==> config.mk <==
export PLATFORM = sky130hd
export DESIGN_NAME = visor_fetch
export DESIGN_NICKNAME = d
export VERILOG_FILES = /design/src/rtl/visor_fetch.sv
export SDC_FILE = /design/constraint.sdc
export NUM_CORES = 1
export LEC_CHECK = 0
export ABC_AREA = 1
export ABC_CLOCK_PERIOD_IN_PS = 1550
export BUFFER_PORTS_ARGS = -buffer_cell sky130_fd_sc_hd__buf_4
export CORE_ASPECT_RATIO = 1.1
export CORE_MARGIN = 2
export CORE_UTILIZATION = 35
export CTS_CLUSTER_SIZE = 25
export DETAILED_ROUTE_END_ITERATION = 12
export HOLD_SLACK_MARGIN = 0.03
export SYNTH_ARGS = -nofsm -noshare
export SYNTH_HDL_FRONTEND = slang
export SYNTH_SLANG_ARGS = --single-unit
==> constraint.sdc <==
create_clock -name clk -period 1.55 [get_ports clk]
set_input_delay 0.155 -clock clk [delete_from_list [all_inputs] [get_ports clk]]
set_output_delay 0.155 -clock clk [all_outputs]
set_load 0.005 [all_outputs]
==> src/rtl/visor_fetch.sv <==
// Fetch stage for the visor MCU: drives the ROM address and assembles one- and two-word instructions.
// Latency 1 clk (one-word) / 2 clks (two-word). stall freezes fetch; redirect overrides stall.
module visor_fetch #(
  parameter logic [15:0] RESET_ADDR = 16'h0000,
  parameter logic [15:0] NOP_WORD   = 16'hc800
) (
  input  logic        clk,
  input  logic        reset_n,
  output logic [15:0] code_addr,
  input  logic [15:0] code_content,
  input  logic        stall,
  input  logic        redirect,
  input  logic [15:0] redirect_addr,
  output logic [15:0] exr,
  output logic [15:0] imm,
  output logic        issue,
  output logic [15:0] pc,
  output logic [15:0] issue_count
);

  typedef enum logic {ST_OP, ST_IMM} state_t;

  state_t      state;
  logic [15:0] op_hold;
  logic        two_word;

  // jmp/br family and fetch-literal carry a trailing immediate word
  assign two_word  = (code_content[15:13] == 3'b111) || (code_content[15:12] == 4'hd);
  assign code_addr = pc;

  always_ff @(posedge clk or negedge reset_n) begin
    if (!reset_n) begin
      pc          <= RESET_ADDR;
      exr         <= NOP_WORD;
      imm         <= 16'h0000;
      issue       <= 1'b0;
      issue_count <= 16'h0000;
      op_hold     <= 16'h0000;
      state       <= ST_OP;
    end else begin
      issue <= 1'b0;
      if (redirect) begin
        // a partial two-word instruction is dropped; exr/imm keep the last issue
        pc      <= redirect_addr;
        state   <= ST_OP;
        op_hold <= 16'h0000;
      end else if (!stall) begin
        pc <= pc + 16'h0001;
        case (state)
          ST_OP: begin
            if (two_word) begin
              op_hold <= code_content;
              state   <= ST_IMM;
            end else begin
              exr         <= code_content;
              imm         <= 16'h0000;
              issue       <= 1'b1;
              issue_count <= issue_count + 16'h0001;
            end
          end
          ST_IMM: begin
            exr         <= op_hold;
            imm         <= code_content;
            issue       <= 1'b1;
            issue_count <= issue_count + 16'h0001;
            state       <= ST_OP;
          end
          default: state <= ST_OP;
        endcase
      end
    end
  end

endmodule

==> impl_metrics.py <==
metrics = {
    "run_status": {
        "status": "completed",
    },
    "drt": {
        "drtAntennaViolNets": 0,
        "wire_per_inst_um": 14.0,
        "routed-via-count": 3797,
        "drc": 0,
        "drt_iter0_drc": 198,
        "vias_per_cell": 4.74,
        "routed_wl_mm": 11.2,
        "first_pass_iters": 5,
    },
    "setup_path": {
        "cp_slowest_stage_delay_ns": 0.41,
        "reg2reg_slack_ns": 0.17,
        "crit_family": "simple AND/OR/NAND/NOR gates",
        "end_kind": "flip-flop",
        "critPathArrivalTime_ns": 1.61,
        "crit_top_cell": "nand2_1",
        "rr_worst_depth": 8,
        "path_class": "flip-flop to flip-flop",
        "critPathLaunch": "issue_count[1]",
        "crit_buf_inv": 1,
        "crit_path_cell_trace": "ha_1 -> inv_1 -> nor2_2 -> nand2_1 -> nor2_2 -> nand2_1 -> nand2_1 -> nand2_1",
        "r2r_end": "issue_count[14]",
        "crit_fanout": 5,
        "cp-start-kind": "flip-flop",
        "slowest_stage": "dfrtp_1",
        "cp_num_cells": 8,
        "endpoint": "issue_count[14]",
        "critical_path_required_ns": 1.78,
        "regToRegStartpoint": "issue_count[1]",
    },
    "finish": {
        "final_cell_mix": "181 x nand2_1, 127 x buf_4, 79 x dfrtp_1",
        "fillCellCount": 1210,
        "drive_above_1_share_pct": 27.2,
        "fin_nets": 680,
        "diodes": 0,
        "syn_to_final_growth_pct": 32.7,
        "fin_util_pct": 47.3,
        "layout_commonest_cell": "nand2_1",
        "fin_cells": 801,
        "register_area_um2": 2060,
        "multi_input_area_um2": 1790,
    },
    "placement": {
        "hpwl_mm": 7.87,
        "io_buffer_count": 116,
        "place_congestion": 0.845,
        "dp_cells": 776,
    },
    "die": {
        "core.rowCount": 42,
        "ios": 117,
        "dieWidth_um": 109,
        "die_height_um": 120,
        "start_util_pct": 35.6,
        "fp.dieArea_um2": 13100,
        "core-area_um2": 12000,
    },
    "logic_synthesis": {
        "seq_area_frac_synth_pct": 48.1,
        "syn_inst": 527,
        "ys_types": 29,
        "syn-num-nets": 565,
        "ys_ff_latch": 82,
        "synth_area_um2": 4270,
        "yosys_warnings": 0,
        "syn_avg_cell_area_um2": 8.10,
    },
    "global_route": {
        "antenna_found_initial": 0,
        "overflow": 0,
        "grt_max_degree": 36,
        "grt_pass1_vias": 3634,
        "grt_usage_pct": 17.7,
        "grt_pass1_wl_mm": 18.3,
    },
    "sta": {
        "hold_violations": 0,
        "fin_tns_setup_ns": 0,
        "setup_viol": 0,
        "drv_slew": 0,
        "fin_crit_sh_pct": 88.8,
        "period_needed_ns": 1.38,
        "worst_pin_slew_ns": 0.456,
        "grt_setup_unrepaired": "false",
        "fmax_mhz": 726,
        "whs_ns": 0.0341,
        "relSlewSlack_pct": 69.5,
        "skew_ns": 0.00870,
    },
    "clock_tree": {
        "path_clk_slew_ns": 0.07,
        "clk_latency_ns": 0.34,
        "cts_root_buffer": "clkbuf_16",
        "cts_tree": "done",
        "cts_setup_buffers": 0,
        "htree_levels": 3,
        "cts_buffers": 9,
        "clock_sinks": 82,
        "ctsLongestPathBuffers": 2,
    },
    "power_and_ir_drop": {
        "power_leakage_uw": 0.00293,
        "power_frac_clock_pct": 39.0,
        "p_per_area_nw_per_um2": 1130,
        "power_frac_seq_pct": 41.3,
        "comb_power_share_pct": 19.7,
        "p_sw_share_pct": 27.7,
        "p_sw_uw": 1780,
        "peakVddDrop_uv": 667,
        "internal_power_uw": 4640,
    },
    "worst_hold_path": {
        "hp-start": "redirect_addr[3]",
        "min_path_type": "primary input to flip-flop",
    },
    "run": {
        "drv_cap": 0,
    },
}
cells by family after synthesis:
group                    share of synthesized area (%)
adder cells (fa/ha/maj)                          0.586
AO/OA/AOI/OAI                                     8.53
flip-flops                                        48.1
XOR/XNOR                                          2.67
buffers and inverters                             10.0
AND/OR/NAND/NOR                                   30.1
stage by stage:
stage / cell area (µm²) / setup WS [ns] / total power [µW]
after detailed placement: 5230 / 0.117 / 3950
final: 5670 / 0.173 / 6420
after CTS: 5670 / 0.110 / 6490
after floorplan: 4270 / 0.231 / 3270
after global placement: 5230 / 0.141 / 3920
after global routing: 5670 / 0.00247 / 6750
power groups by stage:
| stage | Clock [µW] | Combinational (µW) | Sequential (µW) |
|---|---|---|---|
| final | 2500 | 1260 | 2650 |
| after CTS | 2560 | 1290 | 2650 |
| after global placement | 0 | 1240 | 2680 |
| after global routing | 2640 | 1420 | 2690 |
| after floorplan | 0 | 610 | 2660 |
| after detailed placement | 0 | 1260 | 2690 |
cell usage after synthesis:
cell	n	area share (%)
nand2_1	181	16
inv_1	40	3.5
buf_8	2	0.70
ha_1	2	0.59
buf_6	6	1.6
nand4_4	1	0.50
o21ai_1	4	0.47
nand3b_1	1	0.18
nor2_1	61	5.4
nor3_1	1	0.12
dfstp_2	3	1.8
buf_2	6	0.70
buf_4	16	2.8
nor2_2	3	0.44
inv_2	2	0.18
nand3_2	1	0.23
nand4_1	6	0.88
o21ai_0	15	1.8
o21bai_1	4	0.70
o211ai_1	5	0.88
nand3_1	46	5.4
o22ai_1	1	0.15
nor2_4	3	0.79
clkbuf_1	6	0.53
a21oi_1	4	0.47
o31ai_2	14	4.1
xor2_1	13	2.7
nand2_4	1	0.26
dfrtp_1	79	46
worst reg2reg max path, cell delays in order, from the launching register on:
cell and delay [ns]:
dfrtp_1 0.41, ha_1 0.17, inv_1 0.05, nor2_2 0.15
nand2_1 0.08, nor2_2 0.23, nand2_1 0.08, nand2_1 0.06
nand2_1 0.05
how the worst min path moves through the flow:
stage	end	slack (ns)	cells after the start
floorplan	code_addr[0]	-0.14	0
global placement	issue	0.12	1
detailed placement	issue	0.13	1
CTS	op_hold[0]	0.03	3
global route	op_hold[7]	0.04	3
finish	code_addr[3]	0.03	3
sequential cells by signal, indices dropped and copies added, names as in the netlist:
name         cells
code_addr       16
exr             16
imm             16
issue_count     16
op_hold         16
issue            1
state            1
routing by layer:
layer / global-route usage [%] / share of wire, % / up-vias
li1: - / - / 1893
met1: 24.0 / 46 / 1811
met2: 28.7 / 48 / 82
met3: 3.42 / 4.2 / 11
met4: 5.30 / 1.2 / 0
met5: 0 / 0 / -
timing repair:
item	in CTS	in global routing
hold endpoints to repair	31	0
setup endpoints to repair	0	1
resized for setup	0	1
hold buffers	9	0
final cells by class:
cell class | instances | share of cell area [%]
clock buffers | 9 | 3.97
repair buffers | 140 | 19.8
well taps | 154 | 3.40
multi-input cells | 367 | 31.6
clock inverters | 7 | 2.19
flip-flops and latches | 82 | 36.3
inverters | 42 | 2.78
Power figures use the tool's default switching activity.
